<file path="config.mk">
export PLATFORM = sky130hd
export DESIGN_NAME = regfile_dump_reader
export DESIGN_NICKNAME = d
export VERILOG_FILES = /design/src/rtl/regfile_dump_reader.sv
export SDC_FILE = /design/constraint.sdc
export NUM_CORES = 1
export LEC_CHECK = 0
export ABC_AREA = 1
export BUFFER_PORTS_ARGS = -buffer_cell sky130_fd_sc_hd__buf_2
export CORE_UTILIZATION = 40
export CTS_CLUSTER_SIZE = 20
export DETAILED_ROUTE_END_ITERATION = 8
export PLACE_DENSITY = 0.76
export SLEW_MARGIN = 10
export SYNTH_ARGS = -nofsm -noshare
export SYNTH_HDL_FRONTEND = slang
export SYNTH_SLANG_ARGS = --single-unit
</file>
<file path="constraint.sdc">
create_clock -name clk -period 2.1 [get_ports clk]
set_input_delay 0.42 -clock clk [delete_from_list [all_inputs] [get_ports clk]]
set_output_delay 0.42 -clock clk [all_outputs]
set_load 0.02 [all_outputs]
</file>
<file path="src/rtl/regfile_dump_reader.sv">
// ----------------------------------------------------------------------------
// regfile_dump_reader
//
// Walks a programmable register range through the register file's third read
// port (C) and streams each (address, data) pair to a debug sink over a
// valid/ready handshake. Read ports A/B and the write port are untouched.
//
// State table:
//   state | meaning
//   ------+------------------------------------------------------------------
//   IDLE  | waiting for start; range inputs latched when start is accepted
//   FETCH | rd_addr = cur; rd_data, cur and (cur == end) captured at the edge
//   SEND  | out_valid high, word held stable until out_valid && out_ready
//   DONE  | one-cycle done pulse, then back to IDLE
//
// Ports:
//   clk, rst_n          system clock, asynchronous active-low reset
//   start, abort        begin a dump (IDLE only) / cancel the dump in progress
//   first_addr          first register of the range (latched on start)
//   last_addr           last register of the range (latched on start)
//   rd_addr, rd_data    register-file read port C (data combinational)
//   out_valid/out_ready handshake with the debug sink
//   out_addr/out_data   current word: register number and captured contents
//   out_last            current word is the last of the range
//   busy                high in any state other than IDLE
//   done                one-cycle pulse after the final word's handshake
// ----------------------------------------------------------------------------
module regfile_dump_reader #(
    parameter int ADDR_W = 5,
    parameter int DATA_W = 32
) (
    input  logic              clk,
    input  logic              rst_n,
    input  logic              start,
    input  logic              abort,
    input  logic [ADDR_W-1:0] first_addr,
    input  logic [ADDR_W-1:0] last_addr,
    output logic [ADDR_W-1:0] rd_addr,
    input  logic [DATA_W-1:0] rd_data,
    output logic              out_valid,
    input  logic              out_ready,
    output logic [ADDR_W-1:0] out_addr,
    output logic [DATA_W-1:0] out_data,
    output logic              out_last,
    output logic              busy,
    output logic              done
);

    typedef enum logic [1:0] {
        ST_IDLE  = 2'd0,
        ST_FETCH = 2'd1,
        ST_SEND  = 2'd2,
        ST_DONE  = 2'd3
    } state_t;

    state_t            state_q, state_d;
    logic [ADDR_W-1:0] cur_q, cur_d;
    logic [ADDR_W-1:0] end_q, end_d;
    logic [ADDR_W-1:0] out_addr_q;
    logic [DATA_W-1:0] out_data_q;
    logic              out_last_q;
    logic              load_word;
    logic              clear_last;
    logic              handshake;

    assign handshake = (state_q == ST_SEND) && out_ready;

    always_comb begin
        state_d    = state_q;
        cur_d      = cur_q;
        end_d      = end_q;
        load_word  = 1'b0;
        clear_last = 1'b0;

        case (state_q)
            ST_IDLE: begin
                // abort beats a simultaneous start
                if (start && !abort) begin
                    cur_d   = first_addr;
                    end_d   = last_addr;
                    state_d = ST_FETCH;
                end
            end
            ST_FETCH: begin
                if (abort) begin
                    clear_last = 1'b1;
                    state_d    = ST_IDLE;
                end else begin
                    load_word = 1'b1;
                    state_d   = ST_SEND;
                end
            end
            ST_SEND: begin
                // abort wins over a handshake in the same cycle; the sink
                // still keeps that word, but nothing follows it
                if (abort) begin
                    clear_last = 1'b1;
                    state_d    = ST_IDLE;
                end else if (handshake) begin
                    if (out_last_q) begin
                        state_d = ST_DONE;
                    end else begin
                        // natural wrap 31 -> 0 gives the wrapped ranges
                        cur_d   = cur_q + ADDR_W'(1);
                        state_d = ST_FETCH;
                    end
                end
            end
            ST_DONE: begin
                if (abort) begin
                    clear_last = 1'b1;
                end
                state_d = ST_IDLE;
            end
            default: begin
                state_d = ST_IDLE;
            end
        endcase
    end

    always_ff @(posedge clk or negedge rst_n) begin
        if (!rst_n) begin
            state_q    <= ST_IDLE;
            cur_q      <= '0;
            end_q      <= '0;
            out_addr_q <= '0;
            out_data_q <= '0;
            out_last_q <= 1'b0;
        end else begin
            state_q <= state_d;
            cur_q   <= cur_d;
            end_q   <= end_d;
            if (load_word) begin
                out_addr_q <= cur_q;
                out_data_q <= rd_data;
                out_last_q <= (cur_q == end_q);
            end else if (clear_last) begin
                out_last_q <= 1'b0;
            end
        end
    end

    // Port C is only driven during FETCH so it reads as address 0 otherwise.
    assign rd_addr   = (state_q == ST_FETCH) ? cur_q : '0;
    assign out_valid = (state_q == ST_SEND);
    assign out_addr  = out_addr_q;
    assign out_data  = out_data_q;
    assign out_last  = out_last_q;
    assign busy      = (state_q != ST_IDLE);
    assign done      = (state_q == ST_DONE);

endmodule

</file>
==> metrics.md <==
| Metric | Value |
|---|---|
| Outcome | complete, no violations |
| Root Driver | clkbuf_8 |
| CTS tree | built |
| Worst r2r path cells | 6 |
| Crit-path max cell delay | approximately 0.47 ns |
| Min cycle time layout | between 1.5 and 2 ns |
| Pin slew with the least headroom to its limit | 0.627 ns |
| First drt pass iteration count | 4 |
| Post-route DRC | 0 |
| Initial antenna violation count | 0 |
| First-pass GRT wire length | 8270 um |
| Switching part of the total | between 40 and 50% |
| DP Cell Count | 424 |
| Gr usage total | between 10% and 20% |
| Max-cap violations | 0 |
| Critical-path top delay cell | dfrtp_1 |
| Max Fclk | between 0.5 and 0.6 GHz |
| Multi-input logic area | 857 um2 |
| Pins over their slew limit | 0 |
| CTS buffer count | 5 |
| Hold Fails Final Rpt | 0 |
| Clk sinks | 50 |
| Net Sw Power | approximately 1.4 mW |
| Peak supply drop | roughly 0.00043 V |
| Final period util | a little under nine tenths |
| Syn avg cell area | ~8.3 um2 |
| Final setup vio count | 0 |
| IO Count | 93 |
| Critical path arrival | 1.37 ns |
| Rel. slew slack | roughly three fifths |
| Dpl cell area | around 2800 um2 |
| Total nets after synthesis | approximately 320 |
| Total core area | 5240 um2 |
| Final Skew | ~0.0026 ns |
| Cell Pwr Density | ~1200 nW/um2 |
| CP Launch Point | state_q[0] |
| Final Cell Area | 2870 um2 |
| Cell Area, Synth | ~2200 um2 |
| Fillers | 544 |
| Register area share after synthesis | between 50% and 60% |
| Final HPWL DP | roughly 3700 um |
| Netlist cell types | 22 |
| DR vias | ~2.1k |
| Ys async rst share | 100% |
| Grt ovf | 0 |
| CTS H-Tree Depth | 2 |
| Worst setup EP type | output port |
| Post-Layout Cell Count | 432 |
| Total wire length | a little over 5000 um |
| Crit Path Max Fanout | 7 |
| Worst path required time | about 1.7 ns |
| FF/Latch Area | 1250 um2 |
| DRT iter0 DRCs | 97 |
| # rows | 26 |
| Clock share of power | 17.0% |
| Die area | between 5000 and 6000 um2 |
| Initial core utilization | between 40% and 50% |
| Final #Nets | approximately 410 |
| Internal power | 1.98 mW |
| Seq cells post-synth | 50 |
| Hold_buf cts | 0 |
| CP Depth | 5 |
| Worst Hold Class | in2async |
| Crit path kind | reg2out |
| Die X | ~77 um |
| # diodes | 0 |
| FF-to-FF Start | state_q[0] |
| Via density | around 4.8 |
| Number of global-route vias before repair | 1857 |
| Area Growth Syn to Fin | 28.7% |
| Clock slew at reported path FFs | approximately 0.090 ns |
| DR WL/cell | 11.8 um |
| Largest net degree at the start of global routing | between 50 and 60 |
| Clock insertion delay at the later pin of the skew report | 0.29 ns |
| Final setup TNS | 0 ns |
| Antenna Violating Nets Remaining | 0 |
| Number of synthesized flops with an enable pin | 0 |
| Post-synthesis cell count | 267 |
| Combinational power share | a little under two fifths |
| GP Congestion | 0.819 |
| Unrepaired setup endpoints after global routing | no |
| Worst path bufs/invs | 3 |
| Die Y | 76.6 um |
| Crit path max-delay family | flip-flops |
| Yosys warning total | 0 |
| Register share of total power | between 40% and 50% |
| Post-CTS Setup Inserts | 0 |
| PortBufs | 92 |
| Worst hold slack | 0.215 ns |
| Static Leak | around 1.7 nW |
| Setup crit start kind | flip-flop |
| Ratio of cells with drive above 1 in the final layout | between 30% and 40% |
| Clock buffer depth | 2 |
| Post-CTS Resized | 0 |
| Ys flop type | dfrtp_1 |
| CP Cell Sequence | inv_2, nor2_4, inv_1, nor2_1, buf_2 |
| Fin util | between 50% and 60% |
cells by family after synthesis:
family	count (synthesis)	synth area share [%]
adders and majority gates	1	0.561
DFF	50	56.1
and+or+nand+nor	169	33.0
buffers and inverters	28	5.39
xor gates and xnor gates	3	1.18
AOI/OAI and AO/OA	16	3.71
power groups by stage:
stage               clock, mW  combinational [mW]  sequential [mW]
global placement            0                1.25             1.50
finish                  0.568                1.26             1.50
CTS                     0.591                1.28             1.50
floorplan                   0               0.484             1.82
detailed placement          0                1.28             1.52
global route            0.626                1.39             1.56
cells in the mapped netlist (3+ instances only):
cell | count | area share [%]
nor2_4 | 3 | 1.5
inv_2 | 4 | 0.67
nand2_1 | 104 | 18
buf_2 | 6 | 1.3
nor2_1 | 11 | 1.9
xor2_1 | 3 | 1.2
o21ai_1 | 9 | 2.0
a21oi_1 | 5 | 1.1
clkbuf_1 | 3 | 0.51
nand3_1 | 43 | 9.7
dfrtp_1 | 50 | 56
inv_1 | 13 | 2.2
area by class of cell:
cell class	count	share of cell area [%]
clock inverter	2	0.436
clock buffer	6	2.88
tap	70	3.05
inverter	18	2.35
multi-input combinational	189	29.9
timing repair buffer	97	17.8
sequential	50	43.6
state kept, by name, summed over array words and instances, names as in the netlist:
| name | cells |
|---|---|
| out_data | 32 |
| state_q | 2 |
| end_q | 5 |
| cur_q | 5 |
| out_last | 1 |
| out_addr | 5 |
layout by cell type (no fill, tap or decap):
master,instances
nor2_1,11
or2_2,2
nand3_1,43
buf_4,4
clkinv_2,1
nor2_4,3
xor2_1,3
inv_2,4
inv_1,13
nor2_2,1
clkbuf_8,6
clkinvlp_4,1
dfrtp_1,50
clkinv_1,1
nand2_4,1
nand2_2,2
a21oi_1,5
buf_12,1
nand4_1,2
o21ai_1,9
o21ai_0,1
buf_2,92
nand2_1,104
ha_1,1
o211ai_1,1
through the flow:
step | power, mW | setup slack, ns
3_3_place_gp | 2.75 | 0.670
2_1_floorplan | 2.31 | 0.640
3_5_place_dp | 2.80 | 0.626
6_report | 3.33 | 0.313
5_1_grt | 3.58 | 0.204
4_1_cts | 3.38 | 0.292
worst paths after layout:
kind,to,slack [ns]
max in group asynchronous,cur_q[1],1.46
worst max-delay path,rd_addr[4],0.31
worst min-delay path,out_data[27],0.22
min in group clk,state_q[1],0.33
worst min register to register,out_data[7],0.47
worst max register to register,out_addr[2],0.73
routing by layer:
| layer | track usage [%] | wire (um) | vias to the layer above | part of all wire (%) |
|---|---|---|---|---|
| met5 | 0 | 0 | - | 0 |
| met4 | 6.35 | 74 | 0 | 1.4 |
| met3 | 3.23 | 307 | 9 | 6.0 |
| met2 | 29.0 | 2420 | 80 | 47 |
| met1 | 23.1 | 2320 | 968 | 45 |
| li1 | - | - | 1032 | - |
No activity file was read; power rests on OpenSTA's default activity.
